==> src/rtl/alu_pkg.sv <==
// rtl/alu_pkg.sv - shared types, widths and result model for the ALU command driver
package alu_pkg;

   localparam int DATA_W = 4;
   localparam int RES_W  = 5;

   typedef enum logic [1:0] {
      OP_ADD = 2'b00,
      OP_SUB = 2'b01,
      OP_INV = 2'b10,
      OP_ROR = 2'b11
   } alu_op_e;

   typedef enum logic [1:0] {
      INIT  = 2'b00,
      RUN   = 2'b01,
      FLUSH = 2'b10
   } drv_state_e;

   // Operands are sign-extended to the result width before arithmetic.
   function automatic logic [RES_W-1:0] alu_expected(input logic [1:0] op,
                                                     input logic [DATA_W-1:0] a,
                                                     input logic [DATA_W-1:0] b);
      logic [RES_W-1:0] sa;
      logic [RES_W-1:0] sb;
      logic [RES_W-1:0] res;
      sa = {a[DATA_W-1], a};
      sb = {b[DATA_W-1], b};
      case (alu_op_e'(op))
         OP_ADD:  res = sa + sb;
         OP_SUB:  res = sa - sb;
         OP_INV:  res = ~sa;
         default: res = {{(RES_W-1){1'b0}}, |b};
      endcase
      return res;
   endfunction

endpackage

==> src/rtl/alu_rsp_fifo.sv <==
// rtl/alu_rsp_fifo.sv - synchronous response FIFO with occupancy count and flush clear
module alu_rsp_fifo #(
   parameter int DEPTH = 4,
   parameter int W     = 9
) (
   input  logic                       clk,
   input  logic                       reset,
   input  logic                       clr,
   input  logic                       push,
   input  logic [W-1:0]               push_data,
   input  logic                       pop,
   output logic [W-1:0]               pop_data,
   output logic [$clog2(DEPTH+1)-1:0] count
);

   localparam int AW = (DEPTH > 1) ? $clog2(DEPTH) : 1;
   localparam int CW = $clog2(DEPTH+1);

   logic [W-1:0]  mem [DEPTH];
   logic [AW-1:0] wr_ptr;
   logic [AW-1:0] rd_ptr;

   // Explicit wrap so non-power-of-two depths stay correct.
   function automatic logic [AW-1:0] nxt(input logic [AW-1:0] p);
      return (p == AW'(DEPTH-1)) ? '0 : p + AW'(1);
   endfunction

   always_ff @(posedge clk or negedge reset) begin
      if (!reset) begin
         wr_ptr <= '0;
         rd_ptr <= '0;
         count  <= '0;
      end else if (clr) begin
         wr_ptr <= '0;
         rd_ptr <= '0;
         count  <= '0;
      end else begin
         if (push) wr_ptr <= nxt(wr_ptr);
         if (pop)  rd_ptr <= nxt(rd_ptr);
         case ({push, pop})
            2'b10:   count <= count + CW'(1);
            2'b01:   count <= count - CW'(1);
            default: count <= count;
         endcase
      end
   end

   always_ff @(posedge clk) begin
      if (push) mem[wr_ptr] <= push_data;
   end

   assign pop_data = mem[rd_ptr];

endmodule

==> src/rtl/alu_cmd_driver.sv <==
// rtl/alu_cmd_driver.sv - command/response front end for the 4-bit ALU
// Optional result checking: ALU_CMD_CHECK_EN
module alu_cmd_driver
   import alu_pkg::*;
#(
   parameter int ALU_LAT   = 1,
   parameter int RSP_DEPTH = 4,
   parameter int TAG_W     = 4
) (
   input  logic              clk,
   input  logic              reset,
   input  logic              flush,
   input  logic              cmd_valid,
   output logic              cmd_ready,
   input  logic [1:0]        cmd_opcode,
   input  logic [DATA_W-1:0] cmd_a,
   input  logic [DATA_W-1:0] cmd_b,
   input  logic [TAG_W-1:0]  cmd_tag,
   output logic              alu_reset,
   output logic [1:0]        alu_opcode,
   output logic [DATA_W-1:0] alu_a,
   output logic [DATA_W-1:0] alu_b,
   input  logic [RES_W-1:0]  alu_c,
   output logic              rsp_valid,
   input  logic              rsp_ready,
   output logic [RES_W-1:0]  rsp_result,
   output logic [TAG_W-1:0]  rsp_tag,
`ifdef ALU_CMD_CHECK_EN
   output logic              rsp_mismatch,
   output logic [15:0]       err_count,
`endif
   output logic              busy
);

   localparam int CW = $clog2(RSP_DEPTH+1);
`ifdef ALU_CMD_CHECK_EN
   localparam int FW = RES_W + TAG_W + 1;
`else
   localparam int FW = RES_W + TAG_W;
`endif

   drv_state_e       state;
   logic             init_cnt;
   logic [ALU_LAT:0] pv;
   logic [TAG_W-1:0] ptag [ALU_LAT+1];
   logic             accept;
   logic             clear;
   logic             push;
   logic             pop;
   logic [FW-1:0]    push_data;
   logic [FW-1:0]    pop_data;
   logic [CW-1:0]    fifo_cnt;
   int unsigned      inflight;

   always_ff @(posedge clk or negedge reset) begin
      if (!reset) begin
         state    <= INIT;
         init_cnt <= 1'b0;
      end else begin
         case (state)
            INIT: begin
               init_cnt <= 1'b1;
               if (init_cnt) state <= RUN;
            end
            RUN:     if (flush) state <= FLUSH;
            default: state <= RUN;
         endcase
      end
   end

   assign alu_reset = (state != RUN);
   assign clear     = (state == RUN) && flush;

   always_comb begin
      inflight = 0;
      for (int i = 0; i <= ALU_LAT; i++) inflight = inflight + 32'(pv[i]);
   end

   // Credit counts in-flight plus queued; a same-cycle pop does not free a slot.
   assign cmd_ready = (state == RUN) && !flush &&
                      ((inflight + 32'(fifo_cnt)) < 32'(RSP_DEPTH));
   assign accept    = cmd_valid && cmd_ready;
   assign push      = pv[ALU_LAT] && !clear;
   assign rsp_valid = (fifo_cnt != '0) && (state == RUN);
   assign pop       = rsp_valid && rsp_ready;
   assign busy      = (inflight != 0) || (fifo_cnt != '0);

   always_ff @(posedge clk or negedge reset) begin
      if (!reset) begin
         pv         <= '0;
         alu_opcode <= '0;
         alu_a      <= '0;
         alu_b      <= '0;
      end else begin
         pv <= clear ? '0 : {pv[ALU_LAT-1:0], accept};
         if (accept) begin
            alu_opcode <= cmd_opcode;
            alu_a      <= cmd_a;
            alu_b      <= cmd_b;
         end
      end
   end

   always_ff @(posedge clk) begin
      ptag[0] <= cmd_tag;
      for (int i = 1; i <= ALU_LAT; i++) ptag[i] <= ptag[i-1];
   end

`ifdef ALU_CMD_CHECK_EN
   logic [RES_W-1:0] pexp [ALU_LAT+1];
   logic             mismatch;

   always_ff @(posedge clk) begin
      pexp[0] <= alu_expected(cmd_opcode, cmd_a, cmd_b);
      for (int i = 1; i <= ALU_LAT; i++) pexp[i] <= pexp[i-1];
   end

   assign mismatch  = (alu_c != pexp[ALU_LAT]);
   assign push_data = {mismatch, ptag[ALU_LAT], alu_c};

   always_ff @(posedge clk or negedge reset) begin
      if (!reset)                                     err_count <= '0;
      else if (push && mismatch && err_count != '1)   err_count <= err_count + 16'd1;
   end

   assign rsp_mismatch = pop_data[FW-1];
`else
   assign push_data = {ptag[ALU_LAT], alu_c};
`endif

   alu_rsp_fifo #(
      .DEPTH (RSP_DEPTH),
      .W     (FW)
   ) u_fifo (
      .clk       (clk),
      .reset     (reset),
      .clr       (clear),
      .push      (push),
      .push_data (push_data),
      .pop       (pop),
      .pop_data  (pop_data),
      .count     (fifo_cnt)
   );

   assign rsp_result = pop_data[RES_W-1:0];
   assign rsp_tag    = pop_data[RES_W +: TAG_W];

endmodule

==> config.mk <==
export PLATFORM = sky130hd
export DESIGN_NAME = alu_cmd_driver
export DESIGN_NICKNAME = d
export VERILOG_FILES = /design/src/rtl/alu_pkg.sv /design/src/rtl/alu_rsp_fifo.sv /design/src/rtl/alu_cmd_driver.sv
export SDC_FILE = /design/constraint.sdc
export NUM_CORES = 1
export LEC_CHECK = 0
export CORE_UTILIZATION = 30
export DETAILED_ROUTE_END_ITERATION = 12
export PLACE_DENSITY = 0.62
export SYNTH_ARGS = -nofsm -noshare
export SYNTH_HDL_FRONTEND = slang
export SYNTH_SLANG_ARGS = --single-unit
==> constraint.sdc <==
create_clock -name clk -period 2.2 [get_ports clk]
set_input_delay 0.22 -clock clk [delete_from_list [all_inputs] [get_ports clk]]
set_output_delay 0.22 -clock clk [all_outputs]
set_load 0.02 [all_outputs]
==> summary.md <==
| Metric | Value |
|---|---|
| Status | `completed` |
| Setup ws final | `0.0680 ns` |
| Async S/R FF share, synth | `0.333` |
| HP Class | `input port to async pin` |
| Pleak | `1.36 nW` |
| NumNets Final | `247` |
| CTS H-tree lvls | `3` |
| Max-Cap Viols | `0` |
| Peak supply drop | `0.000542 V` |
| Core Box Area | `8300 um^2` |
| Cell with the most instances after synthesis | `edfxtp_1` |
| Row Count | `33` |
| Setup TNS | `0 ns` |
| Number of synthesized register bits | `66` |
| Syn Area/Cell | `17.1 um^2` |
| # DRC | `0` |
| Top Metal Used | `met4` |
| Pwr/cell area | `1120 nW/um^2` |
| Post-synth EDFFs | `36` |
| Critical path endpoint category | `flip-flop` |
| Clk buf depth | `2` |
| Final WL | `4240 um` |
| Net Sw Power | `1.18 mW` |
| Global-route wire length before repair | `6840 um` |
| Sw frac | `0.306` |
| Placed instance area | `3260 um^2` |
| Worst EP arrival | `2.40 ns` |
| Final Hold Viols | `0` |
| Placed Cells | `307` |
| Clock skew | `0.00839 ns` |
| Synthesis warning total | `0` |
| N_diodes | `0` |
| Non-filler cells, final | `324` |
| Simple-gate share of the synthesized area | `0.0684` |
| Largest net degree at the start of global routing | `15` |
| Slew HR | `0.570` |
| Worst Setup Start Kind | `flip-flop` |
| Clock Latency Late Sink | `0.34 ns` |
| Max Fanout on Critical Path | `2` |
| Most common library cells after synthesis | `36 x edfxtp_1, 22 x dfrtp_1, 9 x mux2_4, 9 x mux4_2` |
| HPWL after detailed placement | `2810 um` |
| Worst-margin pin slew | `0.643 ns` |
| Post-Syn Nets | `185` |
| Via count of the first global-routing pass | `1503` |
| Drt pass-1 iters | `4` |
| Starting Density | `0.313` |
| Final period utilization | `0.969` |
| Final Power | `3.87 mW` |
| Design area | `3440 um^2` |
| Hold_buf cts | `0` |
| Worst Setup Path Type | `flip-flop to flip-flop` |
| Port Buf Inserts | `46` |
| Sequential power share | `0.415` |
| Largest family of logic cells by synthesized area | `multiplexers` |
| Initial antenna violation count | `0` |
| Peak Freq | `469 MHz` |
| Slew Viols, Final | `0` |
| Internal | `2.69 mW` |
| Compound-Gate Fraction of Synth Area | `0.0361` |
| Top FF cell, synth | `edfxtp_1` |
| GRT Overall Usage | `0.105` |
| Synth area leader | `edfxtp_1` |
| Antenna-violating nets left | `0` |
| Mapped Area | `2600 um^2` |
| Initial DRC count | `53` |
| Clk network pwr share | `0.255` |
| Root Driver | `clkbuf_8` |
| Metal-1 WL | `1870 um` |
| Post-Synth Adder-Cell Area | `0.0463` |
| CTS Sinks | `66` |
| Clock tree from TritonCTS | `done` |
| Met2 WL | `2040 um` |
| WL per Instance | `13.1 um` |
| Distinct cells, synth | `36` |
| Logic pwr share | `0.330` |
| Via count | `1423` |
| Chip width | `95.0 um` |
| # IOs | `47` |
| RSZ-0062 raised after global routing | `false` |
| Die area | `9030 um^2` |
| Vias per inst | `4.39` |
| Setup violators final | `0` |
| Synth Area in XOR/XNOR | `0` |
| Critical Path RT | `2.47 ns` |
| Syn Inst Count | `152` |
| Number of fill cells in the layout | `755` |
| Place WS | `-0.0374 ns` |
| Layout area overhead | `32.7%` |
| Tmin final | `2.13 ns` |
| Die H | `95.0 um` |
| CTS clk-pin slew, worst paths | `0.08 ns` |
| Share of the synthesized area in the top cell type | `0.416` |
| Layout cell share with drive strength beyond 1 | `0.260` |
| Cts bufs inserted | `9` |
| Synth area leaders | `edfxtp_1 42%, dfrtp_1 21%, mux4_2 7.8%` |
| Sequential cell area fraction in the yosys report | `0.690` |
| Gr ovfl total | `0` |
| Final Wtd Congestion | `0.745` |
| Metal3 WL | `212 um` |
| Mux contribution to synthesized area | `0.138` |
-- cells by family after synthesis --
group | count (synthesis)
adder cells (fa/ha/maj) | 9
buffers and inverters | 12
AO/OA/AOI/OAI | 15
flip-flops | 66
AND/OR/NAND/NOR | 30
multiplexers | 20
-- critical path: stages, from the launching register on --
cell and delay [ns]:
dfrtp_1 0.41, nor3_4 0.22, nor2_2 0.05, a21boi_2 0.16, fa_2 0.37, or4_4 0.54, a21o_2 0.20, a21oi_1 0.11
-- layer usage --
metal / global-route usage / vias to the layer above
met5: 0 / -
met4: 0.0682 / 0
met3: 0.0359 / 12
met2: 0.167 / 39
met1: 0.122 / 687
li1: - / 685
-- final cells by class --
| class | count | area [um^2] | area share |
|---|---|---|---|
| flip-flops and latches | 66 | 1790 | 0.521 |
| well taps | 105 | 131 | 0.0381 |
| repair buffers | 56 | 532 | 0.154 |
| multi-input cells | 74 | 769 | 0.223 |
| inverters | 7 | 26.3 | 0.00763 |
| clock inverters | 7 | 68.8 | 0.0200 |
| clock buffers | 9 | 124 | 0.0360 |
-- path summary, 6_finish.rpt --
check,startpoint,slack (ns),cells past startpoint,to
setup / recovery,u_fifo.count[2]$_DFFE_PN0P_,0.07,7,u_fifo.count[2]$_DFFE_PN0P_
hold / removal,reset,0.27,1,alu_b[3]$_DFFE_PN0P_
setup reg to reg,u_fifo.count[2]$_DFFE_PN0P_,0.07,7,u_fifo.count[2]$_DFFE_PN0P_
hold reg to reg,ptag[0][3]$_DFF_P_,0.33,0,ptag[0][7]$_DFF_P_
max in group asynchronous,reset,1.36,2,alu_b[1]$_DFFE_PN0P_
min in group clk,cmd_tag[1],0.32,1,ptag[0][1]$_DFF_P_
-- through the flow --
stage	hold WS (ns)	utilization
2_1_floorplan	-0.0756	-
3_3_place_gp	0.311	0.392
3_5_place_dp	0.312	0.392
4_1_cts	0.292	0.414
5_1_grt	0.316	0.415
6_report	0.266	0.415
-- what timing repair did --
item | 4_1_cts | 5_1_grt
gates resized for setup | 12 | 2
gates cloned | 0 | 0
pin swaps | 0 | 1
buffers inserted | 0 | 1
endpoints found under the setup margin | 10 | 2
-- registers in the layout, indices dropped and copies added (netlist names) --
signal,count
u_fifo.mem,36
ptag,8
alu_a,4
alu_b,4
u_fifo.count,3
alu_opcode,2
pv,2
state,2
u_fifo.rd_ptr,2
u_fifo.wr_ptr,2
init_cnt,1
-- placed cells by master, fill, tap and decap left out, types with 2 or more instances in the layout --
cell             instances
o21ai_0                  4
dfrtp_1                 21
clkinv_1                 2
edfxtp_1                36
o211ai_1                 2
ha_1                     8
buf_4                    9
dlygate4sd2_1            9
nor2_1                   5
a21oi_1                  4
clkdlybuf4s50_1         36
and3_1                   5
nand2_1                  5
nor3_1                   3
clkbuf_8                 9
dfxtp_1                  8
inv_1                    6
mux4_2                   9
mux2_4                   9
clkinv_2                 2
-- power groups by stage --
stage                     sequential, mW  combinational (mW)  clock [mW]
after floorplan                     1.72               0.642           0
after global placement              1.64                1.30           0
after detailed placement            1.63                1.33           0
after CTS                           1.62                1.28        1.02
after global routing                1.64                1.37        1.07
final                               1.61                1.28       0.988
No activity file was read; power rests on OpenSTA's default activity.
